### src/rtl/if_stage.sv
// Instruction fetch stage: PC register, IF/ID pipeline register and
// saturating stall/flush event counters for the pipelined CPU.
module if_stage (
   input  logic        clk,
   input  logic        rst,
   input  logic        cu_wpcir,
   input  logic        cu_branch,
   input  logic [31:0] branch_target,
   output logic [31:0] imem_addr,
   input  logic [31:0] imem_data,
   output logic [31:0] if_instr,
   output logic [31:0] instr,
   output logic [31:0] id_pc4,
   output logic        id_valid,
   output logic [15:0] stall_cnt,
   output logic [15:0] flush_cnt
);

   logic [31:0] pc;
   logic [31:0] pc_plus4;

   // Wraps modulo 2^32 naturally through the 32-bit add.
   assign pc_plus4  = pc + 32'd4;
   assign imem_addr = pc;
   assign if_instr  = imem_data;

   // Stall outranks branch: a stalled ID stage has not really resolved its branch yet.
   always_ff @(posedge clk) begin
      if (rst) begin
         pc        <= 32'h0000_0000;
         instr     <= 32'h0000_0000;
         id_pc4    <= 32'h0000_0000;
         id_valid  <= 1'b0;
         stall_cnt <= 16'h0000;
         flush_cnt <= 16'h0000;
      end else if (!cu_wpcir) begin
         if (stall_cnt != 16'hFFFF)
            stall_cnt <= stall_cnt + 16'd1;
      end else if (cu_branch) begin
         pc       <= {branch_target[31:2], 2'b00};
         instr    <= 32'h0000_0000;
         id_pc4   <= 32'h0000_0000;
         id_valid <= 1'b0;
         if (flush_cnt != 16'hFFFF)
            flush_cnt <= flush_cnt + 16'd1;
      end else begin
         pc       <= pc_plus4;
         instr    <= imem_data;
         id_pc4   <= pc_plus4;
         id_valid <= 1'b1;
      end
   end

endmodule

### config.mk
export PLATFORM = sky130hd
export DESIGN_NAME = if_stage
export DESIGN_NICKNAME = d
export VERILOG_FILES = /design/src/rtl/if_stage.sv
export SDC_FILE = /design/constraint.sdc
export NUM_CORES = 1
export LEC_CHECK = 0
export CAP_MARGIN = 20
export CORE_MARGIN = 3
export CORE_UTILIZATION = 45
export DETAILED_ROUTE_END_ITERATION = 10
export GPL_ROUTABILITY_DRIVEN = 0
export GPL_TIMING_DRIVEN = 0
export HOLD_SLACK_MARGIN = 0.06
export PLACE_DENSITY = 0.82
export SYNTH_ARGS = -nofsm -noshare
export SYNTH_HDL_FRONTEND = slang
export SYNTH_SLANG_ARGS = --single-unit
### constraint.sdc
create_clock -name clk -period 2.1 [get_ports clk]
set_input_delay 0.42 -clock clk [delete_from_list [all_inputs] [get_ports clk]]
set_output_delay 0.42 -clock clk [all_outputs]
set_load 0.03 [all_outputs]
## After elaboration in Yosys (flattened, before gate mapping)

Index checks and enable logic that the tools add are counted.
Widths: inputs -> output; s select.

| cells by class | value |
|---|---|
| $add $sub $neg | 3 |
| $mul | 0 |
| divide/modulo/power cells | 0 |
| magnitude comparators | 0 |
| equality and inequality tests | 2 |
| shift-type cells | 0 |
| multiplexer cells | 4 |
| bitwise logic cells | 1 |
| reduce and logical (&&, ||, !) cells | 2 |

Operators by type and width:

| operator | count |
|---|---|
| $mux 32 | 3 |
| $add 16x1->16 const B | 2 |
| $add 32x3->32 const B | 1 |
| $ne 16x16->1 const B | 2 |
| $reduce_and 3->1 | 1 |
| $reduce_and 2->1 | 1 |
| $mux 1 | 1 |
| $not 1->1 | 1 |

| word-level totals | value |
|---|---|
| register bits after elaboration | 129 |
| bits in latches | 0 |
| bits in writable memories | 0 |
| memory bits (read-only) | 0 |
| input bits | 68 |
| output and inout port bits | 161 |
| logic and storage cells | 18 |
| memories kept | 0 |

## Logic depth before layout (Yosys ltp)

Gate-level depths: netlist of run 1.

| depth | value |
|---|---|
| depth in word-level cells | 2 |
| depth in mapped cells | 7 |
| mapped depth without buffers | 6 |

## Least setup slack after synthesis of run 1

Ideal clock, no wire load.

| timing | value |
|---|---|
| path type | reg-to-reg |
| from | reg pc[2] (netlist: imem_addr[2]) |
| to | reg pc[18] (netlist: imem_addr[18]) |
| library setup time | 0.117 ns |
| arrival | 1.999 ns |
| required time | 1.983 ns |
| path slack | -0.016 ns |
| stages on the path, launching flop included | 8 |
| buffers on the path | 1 |
| clock period less this slack | 2.116 ns |
| path through | dfxtp_1 > ha_1 > and3_1 > buf_2 > nand3_2 > nor3_1 > o21ai_0 > a32o_1 |

| between the ends | value |
|---|---|
| longest elaborated chain between the ends | 2 |

RTL lines:

| item | RTL line | text |
|---|---|---|
| from (decl) | 19 | `logic [31:0] pc;` |
| from (signal assigned) | 40 | `pc <= {branch_target[31:2], 2'b00};` |
| from (signal assigned) | 47 | `pc <= pc_plus4;` |
| $add 32x3->32 | 23 | `assign pc_plus4 = pc + 32'd4;` |
| $mux 32 | 39 | `end else if (cu_branch) begin` |

No other way between the ends.
A chain may end at the register's enable or synchronous reset.

## Worst setup path in the final report of run 1

| timing | value |
|---|---|
| from | in imem_data[15] |
| to | out if_instr[15] |

RTL lines:

| item | RTL line | text |
|---|---|---|
| from (decl) | 10 | `input logic [31:0] imem_data,` |
| to (decl) | 11 | `output logic [31:0] if_instr,` |

No word-level cell between the ends.

==> metrics.txt, run 1 <==
clock share of power=about half; Post-synth EDFFs=0; Psw=roughly 0.0017 W; CTS Buf Count=17; CP Max Fanout=2; CTS tree=built; cell with the most instances after synthesis=dfxtp_1; DP Area=approximately 8500 µm²; Starting DRT DRC Count=between 500 and 600; DP Worst Slack=-0.7136 ns; maximum VDD drop=441.0 µV; Post-Syn Instances=approximately 680; residual DRC count=0; area leader, netlist=dfxtp_1; Top cell by count, worst path=clkdlybuf4s50_1; Die Span Y=121.7 µm; Initial Utilization=46.81%; Core ar.=approximately 13000 µm²; Synth Area in XOR/XNOR=between 7 and 8%; Detailed Routing Iterations Pass 1=5; I/O Pins=229; CP Cell Sequence=clkdlybuf4s50_1 > buf_4 > clkdlybuf4s50_1; fin crit period=between 2 and 2.5 ns; FMAX=approximately 480 MHz; Final ANT Viol Nets=0; Net Sw Frac=24.78%; Die Footprint=between 10000 and 15000 µm²; Slew @ Worst Pin=~0.69 ns; Synth Area in Compound Gates=18.08%; Tot GR Track Use=between 20% and 30%; Hold Vio Cnt, Final=0; Arr. time, crit path=approximately 1.7 ns; Ys Warns=0; Avg Vias per Cell=between 5 and 6; worst endpoint required time=roughly 1.7 ns; top cells by area in the synthesized netlist=dfxtp_1, a22o_1, xnor2_1, buf_4, nor2_1; max_cap viols=0; Clock Path Buffers=2; share of layout cells above drive strength 1=14.18%; initial antenna violation count=0; port bufs=224; FP Rows=41; die width=around 120 µm; Synth top cells by count=dfxtp_1, nor2_1, nand2_1; Pleak=~3.7 nW; WL per Instance=18.22 µm; WL final=20.22 mm; Async SR Flop Fraction=0%; Worst Clk Skew=approximately 0.0055 ns; Final nets=roughly 1000; Unique masters post-synth=55; status=finished clean; ys flop type=dfxtp_1; Seq pwr share=between 30% and 40%; first-pass GRT wire length=between 30 and 40 mm; Synth top area share=41.85%; clk sinks=between 100 and 150; crit end category=primary output; DP HPWL=14.07 mm; # hold bufs at CTS=0; Final WS setup=a little under 0.006 ns; Overflow after GRT=0; Clk Latency, worst-skew pair=~0.42 ns; fin cells=1110; final setup fails=0; vias in the first global route=between 5000 and 6000; # diodes=0; placed cell count=~1100; crit share post-route=between 90% and 100%; slowest CP cell=clkdlybuf4s50_1; largest net degree at the start of global routing=17; main combinational cell family by area after synthesis=simple AND/OR/NAND/NOR gates; #FFs+latches synth=between 100 and 150; Adder-Cell Fraction of Synth Area=0.6228%; H-tree lvl count=4; Internal=between 0.005 and 0.006 W; Final Hold Slack=approximately 0.45 ns; Root Buffer=clkbuf_16; mean area per synthesized cell=8.876 µm²; Final Instance Area=between 9000 and 10000 µm²; mux share of post-synthesis cell area=less than 1%; max incr delay on CP=around 0.66 ns; Slew Limit Headroom=53.87%; Hold WC Path Type=register to register; power density over the cells=around 740 nW/µm²; Clock transition at path regs=~0.060 ns; Area Overhead vs Synth=55.37%; Synth Area in Simple Gates=about a quarter; CP Launch Type=input port; Crit Path Class=input port to primary output; max-slew violation count=0; Post-Synthesis Cell Area=6027 µm²; register area share after synthesis=41.85%; Comb power frac=13.6%; vias after detailed routing=between 6000 and 7000
==> power by group through the flow <==
| stage | sequential, W | clock (W) | combinational, W |
|---|---|---|---|
| 2_1_floorplan | 0.00272 | 0 | 0.000365 |
| 3_3_place_gp | 0.00259 | 0 | 0.000932 |
| 3_5_place_dp | 0.00260 | 0 | 0.000941 |
| 4_1_cts | 0.00255 | 0.00348 | 0.000941 |
| 5_1_grt | 0.00256 | 0.00359 | 0.000996 |
| 6_report | 0.00255 | 0.00346 | 0.000945 |
==> logic make-up (layout without fill, tap and decap cells) <==
family | Yosys count | after routing
flip-flops | 126 | 126
adder cells (fa/ha/maj) | 3 | 3
AO/OA/AOI/OAI | 157 | 157
multiplexers | 5 | 5
other | 1 | 2
buffers and inverters | 84 | 342
AND/OR/NAND/NOR | 253 | 253
XOR/XNOR | 50 | 50
==> worst max-delay path: cells and delay by family <==
family | cells | cell delay (ns)
buffers and inverters | 3 | 1.25
==> metrics by stage <==
stage	power [W]	setup TNS, ns	util [%]
floorplan	0.003089	0	-
CTS	0.006971	0	71.34
global route	0.007143	-0.03290	72.72
detailed placement	0.003536	-46.42	65.93
finish	0.006956	0	72.72
global placement	0.003525	-42.16	65.93
==> final cells by class <==
cell class | count | area, µm²
multi-input cells | 470 | 3162
repair buffers | 226 | 2286
flip-flops and latches | 126 | 2531
inverters | 6 | 22.52
clock inverters | 15 | 266.5
clock buffers | 17 | 425.4
plain buffers | 78 | 455.4
fillers | 953 | 3512
well taps | 172 | 215.2
==> metal layers <==
layer / vias to the layer above / track usage [%] / routed length, µm / part of all wire (%)
met2: 271 / 43.56 / 9854 / 49
met4: 0 / 8.894 / 376 / 1.9
met1: 2897 / 33.11 / 8313 / 41
met5: - / 0 / 0 / 0
li1: 2927 / - / - / -
met3: 32 / 6.825 / 1677 / 8.3
==> timing repair <==
item | in CTS | in global routing
endpoints found under the hold margin | 0 | 0
resized for setup | 24 | 50
pin swaps | 0 | 2
setup endpoints to repair | 96 | 95
buffers inserted | 0 | 2
==> cells in the final DEF (no fill, tap or decap), drive strengths merged, types with 7 or more instances in the layout <==
cell type,netlist,routed
a21oi,27,27
a22o,43,43
a22oi,17,17
a32o,7,7
and3,7,7
and4,10,10
buf,48,50
bufinv,0,7
clkbuf,30,47
clkdlybuf4s50,0,190
dfxtp,126,126
dlygate4sd2,0,15
dlymetal6s2s,0,19
nand2,62,62
nand3,22,22
nand4,18,18
nor2,65,65
nor3,22,22
nor4,14,14
o21ai,39,39
xnor2,35,35
xor2,15,15
==> sequential cells by signal (all words and copies together) (netlist names) <==
| register | flops |
|---|---|
| stall_cnt | 16 |
| id_valid | 1 |
| instr | 32 |
| flush_cnt | 16 |
| id_pc4 | 31 |
| imem_addr | 30 |
==> path summary, 6_finish.rpt <==
| check | startpoint | end | slack [ns] | cells past startpoint |
|---|---|---|---|---|
| setup reg to reg | imem_addr[7] | imem_addr[29] | 0.14 | 6 |
| setup / recovery | imem_data[15] | if_instr[15] | 0.006 | 3 |
| hold reg to reg | id_valid | id_valid | 0.45 | 2 |
| hold / removal | id_valid | id_valid | 0.45 | 2 |
No activity file was read; power rests on OpenSTA's default activity.
==> run 2: changes to the inputs <==
--- a/config.mk
+++ b/config.mk
@@ -9,3 +9,4 @@
 export CORE_MARGIN = 3
-export CORE_UTILIZATION = 45
+export CORE_UTILIZATION = 46
+export CTS_BUF_LIST = sky130_fd_sc_hd__clkbuf_8
 export DETAILED_ROUTE_END_ITERATION = 10
@@ -14,3 +15,3 @@
 export HOLD_SLACK_MARGIN = 0.06
-export PLACE_DENSITY = 0.82
+export PLACE_DENSITY = 0.83
 export SYNTH_ARGS = -nofsm -noshare
--- a/constraint.sdc
+++ b/constraint.sdc
@@ -3,2 +3,2 @@
 set_output_delay 0.42 -clock clk [all_outputs]
-set_load 0.03 [all_outputs]
+set_load 0.1 [all_outputs]
==> run 2 against run 1 <==
Fmax is 1.6% higher. Combinational power increased by 57%. Global-route usage rose by 1.5 points. Sequential power is essentially flat. Final area decreased by 4.2%. Die area decreased by 2.1%. Sequential cell count did not move.
==> metrics.txt, run 2 (same netlist as run 1, synthesis figures left out) <==
status=finished clean; r2r setup slk=0.07 ns (-0.07 ns); initial antenna violation count=1 (+1); largest net degree at the start of global routing=17 (unchanged); first-pass GRT wire length=31.33 mm (+2.8%); Core ar.=12720 µm² (-1.2%); fillcell total=1018 (+6.8%); CP Cell Sequence=clkdlybuf4s15_1; CP Launch Type=register; max FFs per register=32 (unchanged); slowest CP cell=clkdlybuf4s15_1; Clk Latency, worst-skew pair=0.45 ns (+0.03 ns); Clock Path Buffers=2 (unchanged); DP HPWL=15.19 mm (+8.0%); Top Metal Used=met5; Pwr Total=0.006139 W (-12%); Hold Vio Cnt, Final=0 (unchanged); Net Sw Frac=34.01% (+9.2 points); FMAX=485.3 MHz (+1.6%); Final nets=995 (-0.10%); die width=120.5 µm (-1.0%); final setup fails=0 (unchanged); clock share of power=34.4% (-15 points); Slew Limit Headroom=32.80% (-21 points); CP Max Fanout=2 (unchanged); port bufs=224 (unchanged); maximum VDD drop=470.4 µV (+6.7%); vias after detailed routing=6175 (+0.78%); fin cells=1107 (-0.27%); Internal=0.004051 W (-23%); Hold WC Path Type=register to register; fin crit period=2.060 ns (-0.03371 ns); DR WL met3=2.151 mm (+28%); # hold bufs at CTS=0 (unchanged); Avg Vias per Cell=5.578 (+1.1%); crit share post-route=98.11% (-1.6 points); Slew @ Worst Pin=1.012 ns (+0.3200 ns); Pleak=3.545 nW (-4.4%); Met2 Wirelength=9.647 mm (-2.1%); Worst Clk Skew=0.01378 ns (+0.008314 ns); Tot GR Track Use=27.65% (+1.5 points); Biggest register=instr; Detailed Routing Iterations Pass 1=7 (+2); max_cap viols=0 (unchanged); Seq pwr share=41.4% (+4.8 points); # diodes=0 (unchanged); Worst path top cell family by delay=buffers and inverters; commonest non-fill, non-tap cell in the layout=clkdlybuf4s15_2; power density over the cells=684.6 nW/µm² (-7.8%); Die Footprint=14510 µm² (-2.1%); CTS Buf Count=17 (unchanged); vias in the first global route=5747 (+0.33%); max-slew violation count=0 (unchanged); FP Rows=41 (unchanged); buffers and inverters on the worst path=1 (-2); M1 WL=8.061 mm (-3.0%); Starting DRT DRC Count=528 (-8.5%); Psw=0.002088 W (+21%); Crit Path Class=register to primary output; Root Buffer=clkbuf_8; placed cell count=1076 (unchanged); CTS tree=built; Arr. time, crit path=1.64 ns (-0.03 ns); worst endpoint required time=1.68 ns (about the same); Area Overhead vs Synth=48.79%; WL per Instance=18.45 µm (+1.3%); I/O Pins=229 (unchanged); crit end category=primary output; max incr delay on CP=0.85 ns (+0.19 ns); Initial Utilization=47.37% (+0.57 points); Comb power frac=24.1% (+11 points); Die Span Y=120.5 µm (-1.0%); H-tree lvl count=4 (unchanged); WL final=20.43 mm (+1.0%); residual DRC count=0 (unchanged); Final ANT Viol Nets=0 (unchanged); Clock transition at path regs=0.07 ns (about the same); most frequent cells in the layout=clkdlybuf4s15_2, dfxtp_1, clkdlybuf4s50_1, nor2_1, nand2_1; Overflow after GRT=0 (unchanged); share of layout cells above drive strength 1=30.05% (+16 points); clk sinks=126 (unchanged)
run 2: cell types whose count changed in the layout (fill, tap and decap cells not counted), sizes merged:
cell           change
bufinv             -4
dlymetal6s2s      -19
clkdlybuf4s50    -125
clkinvlp           -2
clkbuf            +38
buf                -1
inv                +2
clkdlybuf4s15    +108
run 2: cell type report:
cell class              count  area, µm²  share of cell area (%)
flip-flops and latches    126       2614                   29.15
repair buffers            225       2146                   23.93
plain buffers              78      456.7                   5.093
multi-input cells         470       3126                   34.85
clock buffers              19      261.5                   2.916
clock inverters            11      126.4                   1.409
inverters                   6      22.52                  0.2512
well taps                 172      215.2                   2.400
run 2: per-layer routing:
layer	GRT usage (%)	up-vias
li1	-	2921
met1	32.77	2908
met2	44.04	302
met3	12.07	42
met4	11.05	2
met5	0	-
run 2: final timing paths:
kind / endpoint / from / cells past startpoint
max: imem_addr[6] / imem_addr[6] / 1
min: id_valid / id_valid / 2
max reg2reg: id_pc4[26] / imem_addr[2] / 7
min reg2reg: id_valid / id_valid / 2
run 2: power by group through the flow:
stage,clock network (W),registers [W],logic [W]
global placement,0,0.00259,0.00151
finish,0.00211,0.00254,0.00148
CTS,0.00215,0.00254,0.00148
floorplan,0,0.00311,0.000550
detailed placement,0,0.00260,0.00151
global route,0.00227,0.00255,0.00154
run 2: worst min-delay path, stage by stage, from the launching register on:
cell	delay (ns)
dfxtp_1	0.31
nand2_1	0.05
nand2_1	0.04
run 2: repair_timing:
item                                    CTS  global route
endpoints found under the setup margin  188           103
setup buffers                             0             1
cloned                                    0             0
pin swaps                                 0             2
resized for setup                       340           100
run 2: stage by stage:
stage | setup WS (ns) | hold slack (ns) | area (µm²) | TNS (ns) | utilization (%)
5_1_grt | -0.01911 | 0.4652 | 8967 | -0.02967 | 70.49
2_1_floorplan | 0.009997 | 0.5455 | 6126 | 0 | -
6_report | 0.03962 | 0.4443 | 8967 | 0 | 70.49
4_1_cts | 0.00008715 | 0.4442 | 9002 | 0 | 70.76
3_3_place_gp | -0.6830 | 0.4343 | 8583 | -54.84 | 67.47
3_5_place_dp | -0.6959 | 0.4356 | 8583 | -57.14 | 67.47
==> run 3: changes to the inputs <==
--- a/constraint.sdc
+++ b/constraint.sdc
@@ -3,2 +3,2 @@
 set_output_delay 0.42 -clock clk [all_outputs]
-set_load 0.1 [all_outputs]
+set_load 0.05 [all_outputs]
==> run 3 against run 2 <==
Combinational power fell by 28%. Critical endpoint is now id_pc4[30]. Utilization down 0.19 points. Count of clock-buffer cells in the layout up 2. Largest cell class unchanged. Sequential cell count unchanged.
==> metrics.txt, run 3 (same netlist as run 1, synthesis figures left out) <==
setup_tns=0 ns (unchanged); Comb power frac=18.4% (-5.7 points); Final nets=994 (-0.10%); CTS tree=built; Worst R2R Path Depth=7 (unchanged); FMAX=485.9 MHz (+0.10%); crit end category=primary output; max_cap viols=0 (unchanged); Clk Latency, worst-skew pair=0.45 ns (about the same); Seq pwr share=43.6% (+2.2 points); Biggest register=instr; Internal=0.004131 W (+2.0%); hold depth=2 (unchanged); post-CTS setup buffers=0 (unchanged); buffers and inverters on the worst path=1 (unchanged); Clock Path Buffers=2 (unchanged); Avg Vias per Cell=5.468 (-2.0%); most frequent cells in the layout=clkdlybuf4s50_1, dfxtp_1, dlygate4sd2_1, nor2_1, nand2_1; share of layout cells above drive strength 1=12.82% (-17 points); FP Rows=41 (unchanged); I/O Pins=229 (unchanged); Die Span Y=120.5 µm (unchanged); port bufs=224 (unchanged); Die Footprint=14510 µm² (unchanged); Overflow after GRT=0 (unchanged); Final WS setup=0.04178 ns (+0.002155 ns); Detailed Routing Iterations Pass 1=5 (-2); vias in the first global route=5621 (-2.2%); commonest non-fill, non-tap cell in the layout=clkdlybuf4s50_1; Hold WC Path Type=register to register; Slew Limit Headroom=55.04% (+22 points); fillcell total=1083 (+6.4%); Starting DRT DRC Count=478 (-9.5%); WL per Instance=17.43 µm (-5.5%); CP Cell Sequence=clkdlybuf4s50_1; clk sinks=126 (unchanged); fin crit period=2.058 ns (-0.002155 ns); DP Worst Slack=-0.6680 ns (+0.02785 ns); fin cells=1108 (+0.090%); vias after detailed routing=6059 (-1.9%); Pleak=3.763 nW (+6.2%); placed cell count=1076 (unchanged); crit share post-route=98.01% (-0.10 points); CTS Buf Count=17 (unchanged); Core ar.=12720 µm² (unchanged); max-slew violation count=0 (unchanged); Clock transition at path regs=0.07 ns (about the same); first-pass GRT wire length=29.89 mm (-4.6%); max FFs per register=32 (unchanged); Final ANT Viol Nets=0 (unchanged); H-tree lvl count=4 (unchanged); Root Buffer=clkbuf_8; CP Launch Type=register; Crit Path Class=register to primary output; power density over the cells=652.1 nW/µm² (-4.7%); Area Overhead vs Synth=48.39%; clock share of power=38.0% (+3.6 points); status=finished clean; # hold bufs at CTS=0 (unchanged); # diodes=0 (unchanged); slowest CP cell=clkdlybuf4s50_1; RR Endpoint=imem_addr[22]; Arr. time, crit path=1.64 ns (about the same); Pwr Total=0.005832 W (-5.0%); residual DRC count=0 (unchanged); r2r startpoint=imem_addr[2]; Psw=0.001702 W (-19%); final setup fails=0 (unchanged); Tot GR Track Use=25.83% (-1.8 points); Net Sw Frac=29.18% (-4.8 points); largest net degree at the start of global routing=17 (unchanged); max incr delay on CP=0.86 ns (about the same); maximum VDD drop=404.2 µV (-14%); WL final=19.31 mm (-5.5%); Initial Utilization=47.37% (unchanged); Hold Crit Start=id_valid; hold path endpoint=id_valid; Slew @ Worst Pin=0.6744 ns (-0.3376 ns); worst endpoint required time=1.68 ns (about the same); CP Max Fanout=2 (unchanged); Worst path top cell family by delay=buffers and inverters; CTS resizes=87 (-74%); Worst Clk Skew=0.01069 ns (-0.003091 ns); Hold Vio Cnt, Final=0 (unchanged); initial antenna violation count=0 (-1); die width=120.5 µm (unchanged); RSZ-0062 raised after global routing=true; DP HPWL=14.33 mm (-5.7%); r2r setup slk=0.06 ns (about the same)
run 3: how the worst max path moves through the flow:
stage / from / endpoint / cells past startpoint
6_report: id_pc4[30] / id_pc4[30] / 1
3_3_place_gp: cu_wpcir / id_pc4[26] / 6
2_1_floorplan: imem_addr[4] / imem_addr[13] / 6
4_1_cts: flush_cnt[15] / flush_cnt[15] / 1
5_1_grt: imem_addr[2] / imem_addr[22] / 7
3_5_place_dp: cu_wpcir / id_pc4[21] / 6
run 3: power groups by stage:
stage                     combinational (W)  clock, W  sequential (W)
after floorplan                    0.000419         0         0.00283
after CTS                           0.00107   0.00224         0.00254
after detailed placement            0.00110         0         0.00259
final                               0.00107   0.00222         0.00254
after global routing                0.00113   0.00234         0.00255
after global placement              0.00110         0         0.00259
run 3: metal layers:
metal,wire length [µm],GRT usage (%),vias to the layer above
met2,9359,43.07,252
li1,-,-,2927
met4,497,10.06,0
met5,0,0,-
met3,1483,6.127,40
met1,7973,32.33,2840
run 3: worst register-to-register path, cell delays in order (launching register included):
cell and delay (ns):
dfxtp_4 0.42, ha_2 0.23, and3_1 0.15, buf_2 0.19, nand3_4 0.18, nor2_1 0.30
o21ai_0 0.16, a32o_1 0.30
run 3: stage by stage:
step	util [%]	hold WS (ns)	area [µm²]
finish	70.30	0.4492	8944
global route	70.30	0.4703	8944
CTS	69.35	0.4544	8822
detailed placement	66.82	0.4437	8501
global placement	66.82	0.4314	8501
floorplan	-	0.5455	6043
run 3: area by class of cell:
class	instances	area, µm²	share of cell area, %
buffer	78	452.9	5.064
clock buffer	21	289.0	3.232
clock inverter	11	123.9	1.385
inverter	6	22.52	0.2518
multi-input combinational	470	3156	35.28
sequential	126	2532	28.32
tap	172	215.2	2.406
timing repair buffer	224	2152	24.06
